## config.mk

```make
export PLATFORM = sky130hd
export DESIGN_NAME = vga_scan_gen
export DESIGN_NICKNAME = d
export VERILOG_FILES = /design/src/rtl/vga_scan_gen.sv
export SDC_FILE = /design/constraint.sdc
export NUM_CORES = 1
export LEC_CHECK = 0
export ABC_AREA = 1
export ABC_CLOCK_PERIOD_IN_PS = 2000
export CORE_UTILIZATION = 43
export DETAILED_ROUTE_END_ITERATION = 16
export PLACE_DENSITY_LB_ADDON = 0.15
export SLEW_MARGIN = 0
export SYNTH_ARGS = -nofsm -noshare
export SYNTH_HDL_FRONTEND = slang
export SYNTH_SLANG_ARGS = --single-unit
```

## constraint.sdc

```tcl
create_clock -name Clk -period 2 [get_ports Clk]
set_input_delay 0.2 -clock Clk [delete_from_list [all_inputs] [get_ports Clk]]
set_output_delay 0.2 -clock Clk [all_outputs]
set_load 0.02 [all_outputs]
```

## src/rtl/vga_scan_gen.sv

```systemverilog
// VGA raster scan generator: 25 MHz pixel enable from a 50 MHz clock, 800x525 scan,
// sync/blank decode and colour gating. Define VGA_OUT_REG_EN to register the DAC-side outputs.
module vga_scan_gen #(
    parameter int H_VISIBLE = 640,
    parameter int H_FRONT   = 16,
    parameter int H_SYNC    = 96,
    parameter int H_BACK    = 48,
    parameter int V_VISIBLE = 480,
    parameter int V_FRONT   = 10,
    parameter int V_SYNC    = 2,
    parameter int V_BACK    = 33
) (
    input  logic       Clk,
    input  logic       Reset_n,
    input  logic [7:0] Red_in,
    input  logic [7:0] Green_in,
    input  logic [7:0] Blue_in,
    output logic [9:0] DrawX,
    output logic [9:0] DrawY,
    output logic [7:0] VGA_R,
    output logic [7:0] VGA_G,
    output logic [7:0] VGA_B,
    output logic       VGA_CLK,
    output logic       VGA_HS,
    output logic       VGA_VS,
    output logic       VGA_BLANK_N,
    output logic       VGA_SYNC_N,
    output logic       frame_start
);

    localparam int H_TOTAL = H_VISIBLE + H_FRONT + H_SYNC + H_BACK;
    localparam int V_TOTAL = V_VISIBLE + V_FRONT + V_SYNC + V_BACK;

    localparam logic [9:0] H_LAST   = 10'(H_TOTAL - 1);
    localparam logic [9:0] V_LAST   = 10'(V_TOTAL - 1);
    localparam logic [9:0] H_VIS    = 10'(H_VISIBLE);
    localparam logic [9:0] V_VIS    = 10'(V_VISIBLE);
    localparam logic [9:0] HS_START = 10'(H_VISIBLE + H_FRONT);
    localparam logic [9:0] HS_END   = 10'(H_VISIBLE + H_FRONT + H_SYNC - 1);
    localparam logic [9:0] VS_START = 10'(V_VISIBLE + V_FRONT);
    localparam logic [9:0] VS_END   = 10'(V_VISIBLE + V_FRONT + V_SYNC - 1);

    logic       r_pix_en;
    logic [9:0] r_h_cnt;
    logic [9:0] r_v_cnt;
    logic       r_frame_start;

    logic       w_h_last;
    logic       w_v_last;
    logic       w_hs_n;
    logic       w_vs_n;
    logic       w_blank_n;
    logic [7:0] w_r;
    logic [7:0] w_g;
    logic [7:0] w_b;

    assign w_h_last = (r_h_cnt == H_LAST);
    assign w_v_last = (r_v_cnt == V_LAST);

    // pix_en is low on the first edge after reset, so the first advance lands on the second edge.
    always_ff @(posedge Clk or negedge Reset_n) begin
        if (!Reset_n) begin
            r_pix_en      <= 1'b0;
            r_h_cnt       <= 10'd0;
            r_v_cnt       <= 10'd0;
            r_frame_start <= 1'b0;
        end else begin
            r_pix_en      <= ~r_pix_en;
            r_frame_start <= r_pix_en & w_h_last & w_v_last;
            if (r_pix_en) begin
                if (w_h_last) begin
                    r_h_cnt <= 10'd0;
                    r_v_cnt <= w_v_last ? 10'd0 : r_v_cnt + 10'd1;
                end else begin
                    r_h_cnt <= r_h_cnt + 10'd1;
                end
            end
        end
    end

    assign w_hs_n    = ~((r_h_cnt >= HS_START) && (r_h_cnt <= HS_END));
    assign w_vs_n    = ~((r_v_cnt >= VS_START) && (r_v_cnt <= VS_END));
    assign w_blank_n = (r_h_cnt < H_VIS) && (r_v_cnt < V_VIS);
    assign w_r       = w_blank_n ? Red_in   : 8'h00;
    assign w_g       = w_blank_n ? Green_in : 8'h00;
    assign w_b       = w_blank_n ? Blue_in  : 8'h00;

`ifdef VGA_OUT_REG_EN
    logic [7:0] r_vga_r;
    logic [7:0] r_vga_g;
    logic [7:0] r_vga_b;
    logic       r_vga_hs;
    logic       r_vga_vs;
    logic       r_vga_blank_n;

    // Captured together on the pixel edge, so all DAC-side outputs trail DrawX/DrawY by one pixel.
    always_ff @(posedge Clk or negedge Reset_n) begin
        if (!Reset_n) begin
            r_vga_r       <= 8'h00;
            r_vga_g       <= 8'h00;
            r_vga_b       <= 8'h00;
            r_vga_hs      <= 1'b1;
            r_vga_vs      <= 1'b1;
            r_vga_blank_n <= 1'b0;
        end else if (r_pix_en) begin
            r_vga_r       <= w_r;
            r_vga_g       <= w_g;
            r_vga_b       <= w_b;
            r_vga_hs      <= w_hs_n;
            r_vga_vs      <= w_vs_n;
            r_vga_blank_n <= w_blank_n;
        end
    end

    assign VGA_R       = r_vga_r;
    assign VGA_G       = r_vga_g;
    assign VGA_B       = r_vga_b;
    assign VGA_HS      = r_vga_hs;
    assign VGA_VS      = r_vga_vs;
    assign VGA_BLANK_N = r_vga_blank_n;
`else
    assign VGA_R       = w_r;
    assign VGA_G       = w_g;
    assign VGA_B       = w_b;
    assign VGA_HS      = w_hs_n;
    assign VGA_VS      = w_vs_n;
    assign VGA_BLANK_N = w_blank_n;
`endif

    assign DrawX       = r_h_cnt;
    assign DrawY       = r_v_cnt;
    assign VGA_CLK     = r_pix_en;
    assign VGA_SYNC_N  = 1'b0;
    assign frame_start = r_frame_start;

endmodule

```

==> metrics.md <==
| Metric | Value |
|---|---|
| Clk buf depth | 2 |
| GPL Wtd Cong | 0.831 |
| Routed WL | around 4100 um |
| First-pass GRT wire length | roughly 6200 um |
| Post-DR wirelength/cell | 11.7 um |
| Hold_buf cts | 0 |
| Worst path arrival time | 1.74 ns |
| Core Util, Final | 69.2% |
| Initial antenna violation count | 0 |
| Slowest-stage cell, CP | dfrtp_1 |
| HP Class | primary input to asynchronous set/reset pin |
| DP Area | 0.00235 sq mm |
| Die Span Y | approximately 60 um |
| Sink Count | 22 |
| Final clock skew | 0.0215 ns |
| Multi-input logic area | roughly 740 sq um |
| Sequential element share of the synthesized area | 36.2% |
| Ys Warns | 0 |
| CP startpoint kind | flip-flop |
| Antenna Cells | 0 |
| Worst-path fanout max | 25 |
| Crit-path cells | inv_1 > nand2_1 > nand4_2 > buf_12 > nor2_1 > dlygate4sd2_1 |
| Clk_lat worst skew | 0.33 ns |
| Synth area leaders | dfrtp_1 36%, inv_1 12%, nor2_1 11%, nand2_1 10%, nand3_1 5.6% |
| CTS Buf Count | 3 |
| Layout cells sized above 1 | between 10% and 20% |
| Row cnt | 21 |
| CP required | 1.80 ns |
| Fin crit share | between 90% and 100% |
| Post-synth net total | 258 |
| Root Buffer | clkbuf_4 |
| CTS tree | built |
| Status | finished clean |
| Synthesized area | about 0.0015 sq mm |
| Vias per inst | roughly 4.6 |
| Port Buf Inserts | 74 |
| Post-synthesis register bit count | 22 |
| Design Area, Final | between 0.002 and 0.0025 sq mm |
| CP endpoint kind | output port |
| Top Ports | 76 |
| Post-CTS Setup Inserts | 0 |
| 1st-iter DRT viols | 127 |
| GRT Total Usage | 21.8% |
| Max VDD drop | 0.367 mV |
| # DRC | 0 |
| Post-synth top area cell | dfrtp_1 |
| GRT Residual Overflow | 0 |
| Full die area | 0.00378 sq mm |
| DIE WIDTH | 61.5 um |
| Fin. Hold Viols | 0 |
| Largest stage delay, worst path | 0.46 ns |
| Sequential Area | ~550 sq um |
| Total leakage power | 1.23 nW |
| Synth cell types | 26 |
| TritonRoute pass-1 iters | 4 |
| H-tree levels | 1 |
| Layout area overhead | 52.8% |
| Yosys top cell area share | 36.2% |
| Initial Util | 45.3% |
| # setup viols final | 0 |
| Max Clk Rate | 515 MHz |
| Post-Syn Instances | 227 |
| ANT nets after route | 0 |
| Fin crit period | 1.94 ns |
| Slew Limit Fails | 0 |
| Core area | approximately 0.0034 sq mm |
| Largest net degree at the start of global routing | 26 |
| Vias in the first global route | 1391 |
| Power Dens Cells | approximately 400 mW/mm^2 |
| WS Path Type | flip-flop to output port |
| Clock Pin Slew Worst Setup and Hold Paths | 0.15 ns |
| Dpl hpwl | 3130 um |
| Fillers | 313 |
| # nets final | 340 |
| Via count | 1625 |
| Syn avg cell area | ~6.7 sq um |
| Max cap viols | 0 |
==> sequential cells by signal, indices dropped and copies added, names as in the netlist <==
signal       flops
frame_start      1
DrawY           10
DrawX           10
VGA_CLK          1
==> logic make-up (layout without fill, tap and decap cells) <==
family,Yosys count,in the layout,synth area share (%)
simple gates,125,125,37.0
buf+inv,56,137,15.1
flops,22,22,36.2
compound gates,13,13,4.52
fa+ha+maj,5,5,4.11
xor+xnor,5,5,2.88
other cells,1,1,0.246
==> per-layer routing <==
metal	GRT usage (%)	vias to the layer above	share of wire, %
met4	4.76	0	0.34
met5	0	-	0
met1	27.9	745	44
met2	38.1	28	53
met3	4.20	2	3.1
li1	-	850	-
==> Yosys cell counts, drive strengths merged <==
master / n
a21oi: 1
and3: 1
buf: 5
conb: 1
dfrtp: 22
ha: 5
inv: 51
nand2: 42
nand3: 18
nand3b: 3
nand4: 9
nor2: 48
nor3: 3
o2111ai: 1
o21ai: 11
or2: 1
xnor2: 2
xor2: 3
==> per-stage QoR <==
stage	total power [mW]	setup TNS [ns]	worst slack (ns)	hold slack, ns	std cells
6_report	0.946	0	0.0573	0.192	354
5_1_grt	0.986	-0.00198	-0.00141	0.217	354
4_1_cts	0.952	0	0.0480	0.204	354
3_5_place_dp	0.619	0	0.157	0.568	350
3_3_place_gp	0.618	0	0.174	0.536	350
2_1_floorplan	0.511	0	0.412	-0.0956	227
==> area by class of cell <==
class | instances | area share (%)
Inverter | 51 | 8.23
Clock buffer | 3 | 0.968
Timing Repair Buffer | 82 | 31.3
Tap cell | 46 | 2.47
Sequential cell | 22 | 23.7
Clock inverter | 1 | 1.29
Multi-Input combinational cell | 149 | 32.0
==> layout by cell type (no fill, tap or decap), types with 2 or more instances in the layout <==
master           synthesis  routed
clkbuf_4                 0       3
nand3_1                 17      17
o21ai_0                  9       9
nor3_1                   3       3
xor2_1                   3       3
ha_1                     5       5
buf_4                    3       7
clkdlybuf4s50_1          0      48
nand3b_1                 3       3
inv_1                   50      50
nand2_1                 41      41
xnor2_1                  2       2
dlygate4sd2_1            0       8
nand4_1                  8       8
nor2_4                   2       2
dfrtp_1                 22      21
clkbuf_2                 0      15
nor2_1                  46      45
o21ai_1                  2       2
clkdlybuf4s15_1          0       3
==> what timing repair did <==
item                                    4_1_cts  5_1_grt
resized for setup                            26       35
endpoints found under the setup margin       26       26
endpoints found under the hold margin         0        0
gates cloned                                  0        0
==> path summary, 6_finish.rpt <==
check / startpoint / end / slack, ns / cells past startpoint
min in group Clk: DrawX[2] / DrawX[2] / 0.63 / 2
setup / recovery: DrawY[9] / VGA_B[7] / 0.06 / 6
hold / removal: Reset_n / DrawY[8] / 0.19 / 2
max in group asynchronous: Reset_n / DrawX[8] / 1.56 / 2
hold reg to reg: DrawX[2] / DrawX[2] / 0.63 / 2
setup reg to reg: DrawX[0] / DrawY[5] / 0.32 / 8
==> worst max-delay path: cells and delay by family (launching register included) <==
kind                   cells  cell delay (ns)
buffers and inverters      3             0.65
flip-flops                 1             0.46
AND/OR/NAND/NOR            3             0.29
==> report_power, final <==
part / internal (mW) / leakage, nW / switching (mW)
clock network: 0.203 / 0.0279 / 0.155
logic: 0.0726 / 0.909 / 0.0704
registers: 0.445 / 0.291 / 0
total: 0.720 / 1.23 / 0.225
(Power assumes the default switching activity.)
